File: config.mk
export PLATFORM = sky130hd
export DESIGN_NAME = serial_display_receiver
export DESIGN_NICKNAME = d
export VERILOG_FILES = /design/src/rtl/serial_display_receiver_pkg.sv /design/src/rtl/serial_display_receiver_sync_edge_detect.sv /design/src/rtl/serial_display_receiver.sv
export SDC_FILE = /design/constraint.sdc
export NUM_CORES = 1
export LEC_CHECK = 0
export ABC_AREA = 1
export ABC_CLOCK_PERIOD_IN_PS = 3450
export CAP_MARGIN = 30
export CORE_UTILIZATION = 55
export CTS_CLUSTER_DIAMETER = 120
export DETAILED_ROUTE_END_ITERATION = 8
export PLACE_DENSITY = 0.82
export SLEW_MARGIN = 20
export SYNTH_ARGS = -nofsm -noshare
export SYNTH_HDL_FRONTEND = slang
export SYNTH_HIERARCHICAL = 1
export SYNTH_SLANG_ARGS = --single-unit
File: constraint.sdc
create_clock -name i_clk -period 3.45 [get_ports i_clk]
set_input_delay 0.5175 -clock i_clk [delete_from_list [all_inputs] [get_ports i_clk]]
set_output_delay 0.5175 -clock i_clk [all_outputs]
set_load 0.02 [all_outputs]
File: src/rtl/serial_display_receiver_pkg.sv
// Shared display constants: frame geometry, bit ordering and serial line indices.
// Digit 0 is shifted first and lands in the MSB byte of the frame.
package serial_display_receiver_pkg;
   localparam int FRAME_BITS_DEF = 32;
   localparam int DIGITS         = 4;
   localparam int SEG_BITS       = 8;

   // segment bit positions within one digit byte (a is shifted first)
   localparam int SEG_A  = 7;
   localparam int SEG_B  = 6;
   localparam int SEG_C  = 5;
   localparam int SEG_D  = 4;
   localparam int SEG_E  = 3;
   localparam int SEG_F  = 2;
   localparam int SEG_G  = 1;
   localparam int SEG_DP = 0;

   localparam int LINE_DATA  = 0;
   localparam int LINE_CLK   = 1;
   localparam int LINE_LATCH = 2;
   localparam int NUM_LINES  = 3;

   function automatic int digit_lsb(input int digit);
      return (DIGITS - 1 - digit) * SEG_BITS;
   endfunction
endpackage

File: src/rtl/serial_display_receiver_sync_edge_detect.sv
// Multi-flop synchroniser for one async line plus a history flop for rising-edge detect.
module sync_edge_detect #(
   parameter int SYNC_STAGES = 2
) (
   input  logic i_clk,
   input  logic i_reset,
   input  logic i_async,
   output logic o_level,
   output logic o_rise
);
   logic [SYNC_STAGES-1:0] sync_q;
   logic                   prev_q;

   always_ff @(posedge i_clk or posedge i_reset) begin
      if (i_reset) begin
         sync_q <= '0;
         prev_q <= 1'b0;
      end else begin
         sync_q <= {sync_q[SYNC_STAGES-2:0], i_async};
         prev_q <= sync_q[SYNC_STAGES-1];
      end
   end

   assign o_level = sync_q[SYNC_STAGES-1];
   assign o_rise  = sync_q[SYNC_STAGES-1] & ~prev_q;
endmodule

File: src/rtl/serial_display_receiver.sv
// Rebuilds the parallel segment frame from the three-wire display stream,
// mimicking an external latching shift-register chain.
module serial_display_receiver
   import serial_display_receiver_pkg::*;
#(
   parameter int FRAME_BITS  = FRAME_BITS_DEF,
   parameter int SYNC_STAGES = 2
) (
   input  logic                  i_clk,
   input  logic                  i_reset,
   input  logic                  i_en,
   input  logic                  i_serial_data,
   input  logic                  i_serial_clk,
   input  logic                  i_serial_latch,
   output logic [FRAME_BITS-1:0] o_segments,
   output logic                  o_frame_valid,
   output logic                  o_frame_error,
   output logic [7:0]            o_frame_count
);
   localparam int              CNT_W    = $clog2(FRAME_BITS + 2);
   localparam logic [CNT_W-1:0] CNT_FULL = CNT_W'(FRAME_BITS);
   localparam logic [CNT_W-1:0] CNT_OVER = CNT_W'(FRAME_BITS + 1);

   logic [NUM_LINES-1:0]  line_pin, line_level, line_rise;
   logic [FRAME_BITS-1:0] shift_q, shift_nxt;
   logic [CNT_W-1:0]      cnt_q, cnt_nxt;
   logic                  shift_ev, latch_ev;
   logic                  unused_lines;

   always_comb begin
      line_pin             = '0;
      line_pin[LINE_DATA]  = i_serial_data;
      line_pin[LINE_CLK]   = i_serial_clk;
      line_pin[LINE_LATCH] = i_serial_latch;
   end

   // all three paths share the same depth, so synced data lines up with the synced clock edge
   for (genvar g = 0; g < NUM_LINES; g++) begin : g_line
      sync_edge_detect #(.SYNC_STAGES(SYNC_STAGES)) u_sync (
         .i_clk   (i_clk),
         .i_reset (i_reset),
         .i_async (line_pin[g]),
         .o_level (line_level[g]),
         .o_rise  (line_rise[g])
      );
   end

   assign unused_lines = ^{line_level[LINE_CLK], line_level[LINE_LATCH], line_rise[LINE_DATA]};

   assign shift_ev = i_en & line_rise[LINE_CLK];
   assign latch_ev = i_en & line_rise[LINE_LATCH];

   // shift resolves first so a coincident latch sees the post-shift state
   always_comb begin
      shift_nxt = shift_q;
      cnt_nxt   = cnt_q;
      if (shift_ev) begin
         shift_nxt = {shift_q[FRAME_BITS-2:0], line_level[LINE_DATA]};
         if (cnt_q != CNT_OVER) cnt_nxt = cnt_q + 1'b1;
      end
   end

   always_ff @(posedge i_clk or posedge i_reset) begin
      if (i_reset) begin
         shift_q       <= '0;
         cnt_q         <= '0;
         o_segments    <= '0;
         o_frame_valid <= 1'b0;
         o_frame_error <= 1'b0;
         o_frame_count <= '0;
      end else begin
         o_frame_valid <= 1'b0;
         o_frame_error <= 1'b0;
         shift_q       <= shift_nxt;
         if (latch_ev) begin
            cnt_q <= '0;
            if (cnt_nxt == CNT_FULL) begin
               o_segments    <= shift_nxt;
               o_frame_valid <= 1'b1;
               o_frame_count <= o_frame_count + 8'd1;
            end else begin
               o_frame_error <= 1'b1;
            end
         end else begin
            cnt_q <= cnt_nxt;
         end
      end
   end
endmodule

After elaboration in Yosys (flattened, before gate mapping) --
Index checks and enable logic that the tools add are counted.
Cells by class: multiplexer cells 8, equality and inequality tests 2, reduce and logical (&&, ||, !) cells 1, add/sub/neg operators 2, bitwise logic cells 6
Operators by type and width (count):
- $mux 32 | 1
- $mux 6 | 3
- $add 8x1->8 const B | 1
- $add 6x1->6 const B | 1
- $eq 6x6->1 const B | 1
- $ne 6x6->1 const B | 1
- $and 1x1->1 | 4
- $mux 1 | 4
- $not 1->1 | 2
- $reduce_and 2->1 | 1
Word-level totals: output and inout bits 42, input port bits 6, logic and storage cells 30, register bits 88

Longest topological paths before layout --
word-level depth 7, gate-level depth with buffers 14, mapped depth without buffers 13

Hierarchy --
Netlist, hierarchy kept.
By module, submodules not included:
- serial_display_receiver | cells an instance 392, times used 1, area each 3460.8 sq um, sequential area each 2001.9 sq um
- sync_edge_detect | cells an instance 6, times used 3, area each 88.8 sq um, sequential area each 75.1 sq um

Least setup slack after synthesis --
OpenSTA, ideal clock, no wires.
path type input-to-reg, start input port i_en, end register o_frame_count[2], data required time 3332 ps, stages 11, slack 1782 ps, buffers on the path 2, arrival time 1551 ps, library setup time 118 ps, path through nand2_2 -> inv_2 -> buf_4 -> nand3_1 -> nand2_1 -> nand2_1 -> nor2_4 -> nand3_4 -> buf_6 -> nand2_1 -> nand2_1
Between the ends: word-level cells in the longest chain between the ends 4, elaborated cells on any way between the ends 5, classes of those cells eq/ne (1); mux (1); bitwise (2); reduce/logical (1)
RTL lines:
- start, declared | line serial_display_receiver.sv:11 | input logic i_en,
- $and 1x1->1 | line serial_display_receiver.sv:50 | assign shift_ev = i_en & line_rise[LINE_CLK];
- $mux 6 | line serial_display_receiver.sv:57 | if (shift_ev) begin
- $eq 6x6->1 | line serial_display_receiver.sv:77 | if (cnt_nxt == CNT_FULL) begin
- $reduce_and 2->1 (no source line) (*)
- end signal, assigned | line serial_display_receiver.sv:80 | o_frame_count <= o_frame_count + 8'd1;
- end, declared | line serial_display_receiver.sv:18 | output logic [7:0] o_frame_count
Every way passes the cells marked *; elsewhere a longest branch is shown, timed or not. A chain may end at the register's enable or synchronous reset.

Worst setup path after layout --
start input port i_en, end register o_segments[30]
Between the ends: word-level cells in the longest chain between the ends 4, elaborated cells on any way between the ends 6, classes of those cells eq/ne (1); mux (2); bitwise (2); reduce/logical (1)
RTL lines:
- $and 1x1->1 | line serial_display_receiver.sv:50
- $mux 6 | line serial_display_receiver.sv:57
- $eq 6x6->1 | line serial_display_receiver.sv:77
- $reduce_and 2->1 (no source line)
- end signal, assigned | line serial_display_receiver.sv:78 | o_segments <= shift_nxt;
- end, declared | line serial_display_receiver.sv:15 | output logic [FRAME_BITS-1:0] o_segments,
Several ways; a longest one is shown, not always the timed one.

==> reports/results.tsv <==
stage	metric	value	unit
status	status	finished with violations	
status	failing checks	design-rule violations	
run	Max-cap violations	0	
finish	Nets	456	
global_routing	GR Layer Usage met2	38.1	%
setup_path	Arrival @ worst endpoint	2.74	ns
die	Die X	83.9	microns
setup_path	Critical R2R Capture	o_segments[30]	
clock_tree	CTS resizes	0	
placed_design	port bufs	47	
clock_tree	H-tree lvl count	3	
die	die height	83.9	microns
logic_synthesis	syn avg cell area	9.07	sq um
setup_path	Critical Path Start Type	input pin	
min_path	Hold Crit Start	g_line[0].u_sync/sync_q[0]	
clock_tree	CTS Buffer Depth	2	
finish	multi-input logic area	1240	sq um
global_routing	All-Layer GR Usage	23.1	%
min_path	worst min-delay path class	flip-flop to flip-flop	
setup_path	WP data required	3.69	ns
timing	Slew headroom	61.5	%
finish	Finished Layout Cells	528	
route	total number of vias	2827	
global_routing	largest net degree at the start of global routing	54	
logic_synthesis	Synth warnings	6	
setup_path	R2R cell count	13	
placed_design	placed cell count	513	
logic_synthesis	Cells after Synth	407	
clock_tree	root buffer cell	clkbuf_8	
die	Top Ports	48	
die	number of core rows	29	
global_routing	first-pass GRT wire length	12800	microns
timing	Worst Skew	0.00813	ns
clock_tree	worst-skew pair later-pin latency	0.36	ns
setup_path	Setup crit end kind	flip-flop	
clock_tree	Post-CTS Setup Repair Bufs	0	
timing	Fin. Hold Viols	0	
setup_path	reg-to-reg slack, setup	1.13	ns
pwr	Max rail drop VDD	291	uV
timing	Slew Viols, Final	0	
route	drt drc	8	
timing	Setup Viol. Count Final	0	
die	full die area	7050	sq um
global_routing	GRT Residual Overflow	0	
clock_tree	TritonCTS clock tree	done	
clock_tree	CTS Hold Bufs	0	
placed_design	Post-DP Area	4180	sq um
route	post-DR vias/cell	5.35	
route	first drt pass iteration count	7	
route	DRT iter0 DRCs	243	
finish	area delta synth->final	18.7	%
min_path	Hold Path Depth	0	
timing	Final min period	2.49	ns
route	ANT nets after route	0	
placed_design	hpwl dp	4520	microns
finish	number of diodes	0	
logic_synthesis	Netlist Area Pre-Place	3690	sq um
clock_tree	TritonCTS Sinks	88	
finish	FILL cells	479	
die	Initial Utilization	57.5	%
route	final wirelength	7060	microns
finish	post-route cell area	4380	sq um
finish	FF+latch area	2200	sq um
clock_tree	clock-pin slew on the worst setup and hold paths	0.08	ns
global_routing	global-route layer with the greatest usage	met2	
route	Wirelength per Cell	13.4	microns
die	core area	6420	sq um
finish	layout cell share with drive strength beyond 1	6.65	%
timing	Fmax	0.401	GHz
global_routing	vias in the first global route	2830	
global_routing	grt met1 use	30.3	%
setup_path	worst r2r src	cnt_q[1]	
timing	Post-Route Setup TNS	0	ns
timing	crit share post-route	72.2	%
setup_path	WS Path Type	input pin to flip-flop	
pwr	Leak	2.29	nW
timing	Slew @ Worst Pin	0.577	ns
min_path	Hold Path Sink	g_line[0].u_sync/sync_q[1]	
clock_tree	TritonCTS buffer count	9	
logic_synthesis	synthesized net count	416	
pwr	pwr dens	477	nW/um^2
placed_design	Placer Congestion	0.798	
setup_path	critical-path maximum fanout	41	
global_routing	initial antenna violation count	0	
timing	RSZ-0062 raised after global routing	false	
global_routing	M3 GR Usage	4.15	%
[cells in the final DEF, fill, tap and decap left out]
cell type and instances:
nor2_2 3, o21ai_0 16, inv_2 2, o21ai_1 1
ha_1 3, xor2_1 5, inv_1 27, nand3_1 9
nor2_1 10, dfrtp_1 88, nand3_4 1, buf_12 1
nand4_1 42, nor2_4 2, nand2_1 168, clkinv_2 2
a21oi_1 1, nand3b_1 1, o21bai_1 1, nor3_1 1
clkbuf_8 12, buf_4 5, nand2_2 1, bufinv_16 1
xnor2_1 1, clkdlybuf4s50_1 47
[sequential cells by signal, summed over array words and instances, names as in the netlist]
signal	cells
cnt_q	6
g_line.u_sync/prev_q	2
g_line.u_sync/sync_q	6
o_frame_count	8
o_frame_error	1
o_frame_valid	1
o_segments	32
shift_q	32
[critical path: stages]
cell	delay, ns
clkdlybuf4s50_1	0.49
nand2_2	0.09
inv_2	0.25
nand3_1	0.13
nand3_1	0.13
nand2_1	0.09
nor2_4	0.32
nand3_4	0.43
nand2_1	0.19
nand2_1	0.07
[metal layers]
metal | part of all wire, % | vias up | routed length, microns
met2 | 48 | 89 | 3410
li1 | - | 1382 | -
met4 | 1.6 | 0 | 116
met1 | 45 | 1347 | 3180
met5 | 0 | - | 0
met3 | 5.0 | 9 | 352
[layout make-up]
| type | count | area share, % |
|---|---|---|
| flip-flops and latches | 88 | 50.3 |
| multi-input cells | 266 | 28.3 |
| repair buffers | 53 | 12.1 |
| clock buffers | 12 | 3.77 |
| inverters | 29 | 2.48 |
| well taps | 77 | 2.20 |
| clock inverters | 3 | 0.914 |
[through the flow]
| step | setup WS (ns) | util, % | power, mW | hold WS [ns] |
|---|---|---|---|---|
| floorplan | 0.881 | - | 1.32 | 0.259 |
| global placement | 0.668 | 65.0 | 1.37 | 0.338 |
| detailed placement | 0.590 | 65.0 | 1.38 | 0.338 |
| CTS | 0.931 | 68.2 | 2.10 | 0.358 |
| global route | 0.693 | 68.2 | 2.19 | 0.370 |
| finish | 0.959 | 68.2 | 2.09 | 0.354 |
[worst max path at each step]
stage | end | start
floorplan | cnt_q[0] | i_reset
global placement | o_segments[1] | i_en
detailed placement | o_segments[30] | i_en
CTS | o_segments[30] | i_en
global route | o_frame_count[7] | i_en
finish | o_segments[30] | i_en
[where the power goes]
group	total (mW)	internal (mW)	leakage (nW)	switching, mW
Combinational	0.212	0.0606	0.997	0.152
Sequential	1.15	1.11	1.19	0.0425
Clock	0.728	0.388	0.108	0.340
Total	2.09	1.56	2.29	0.534
Note: power is estimated with default switching activity, not from simulation.
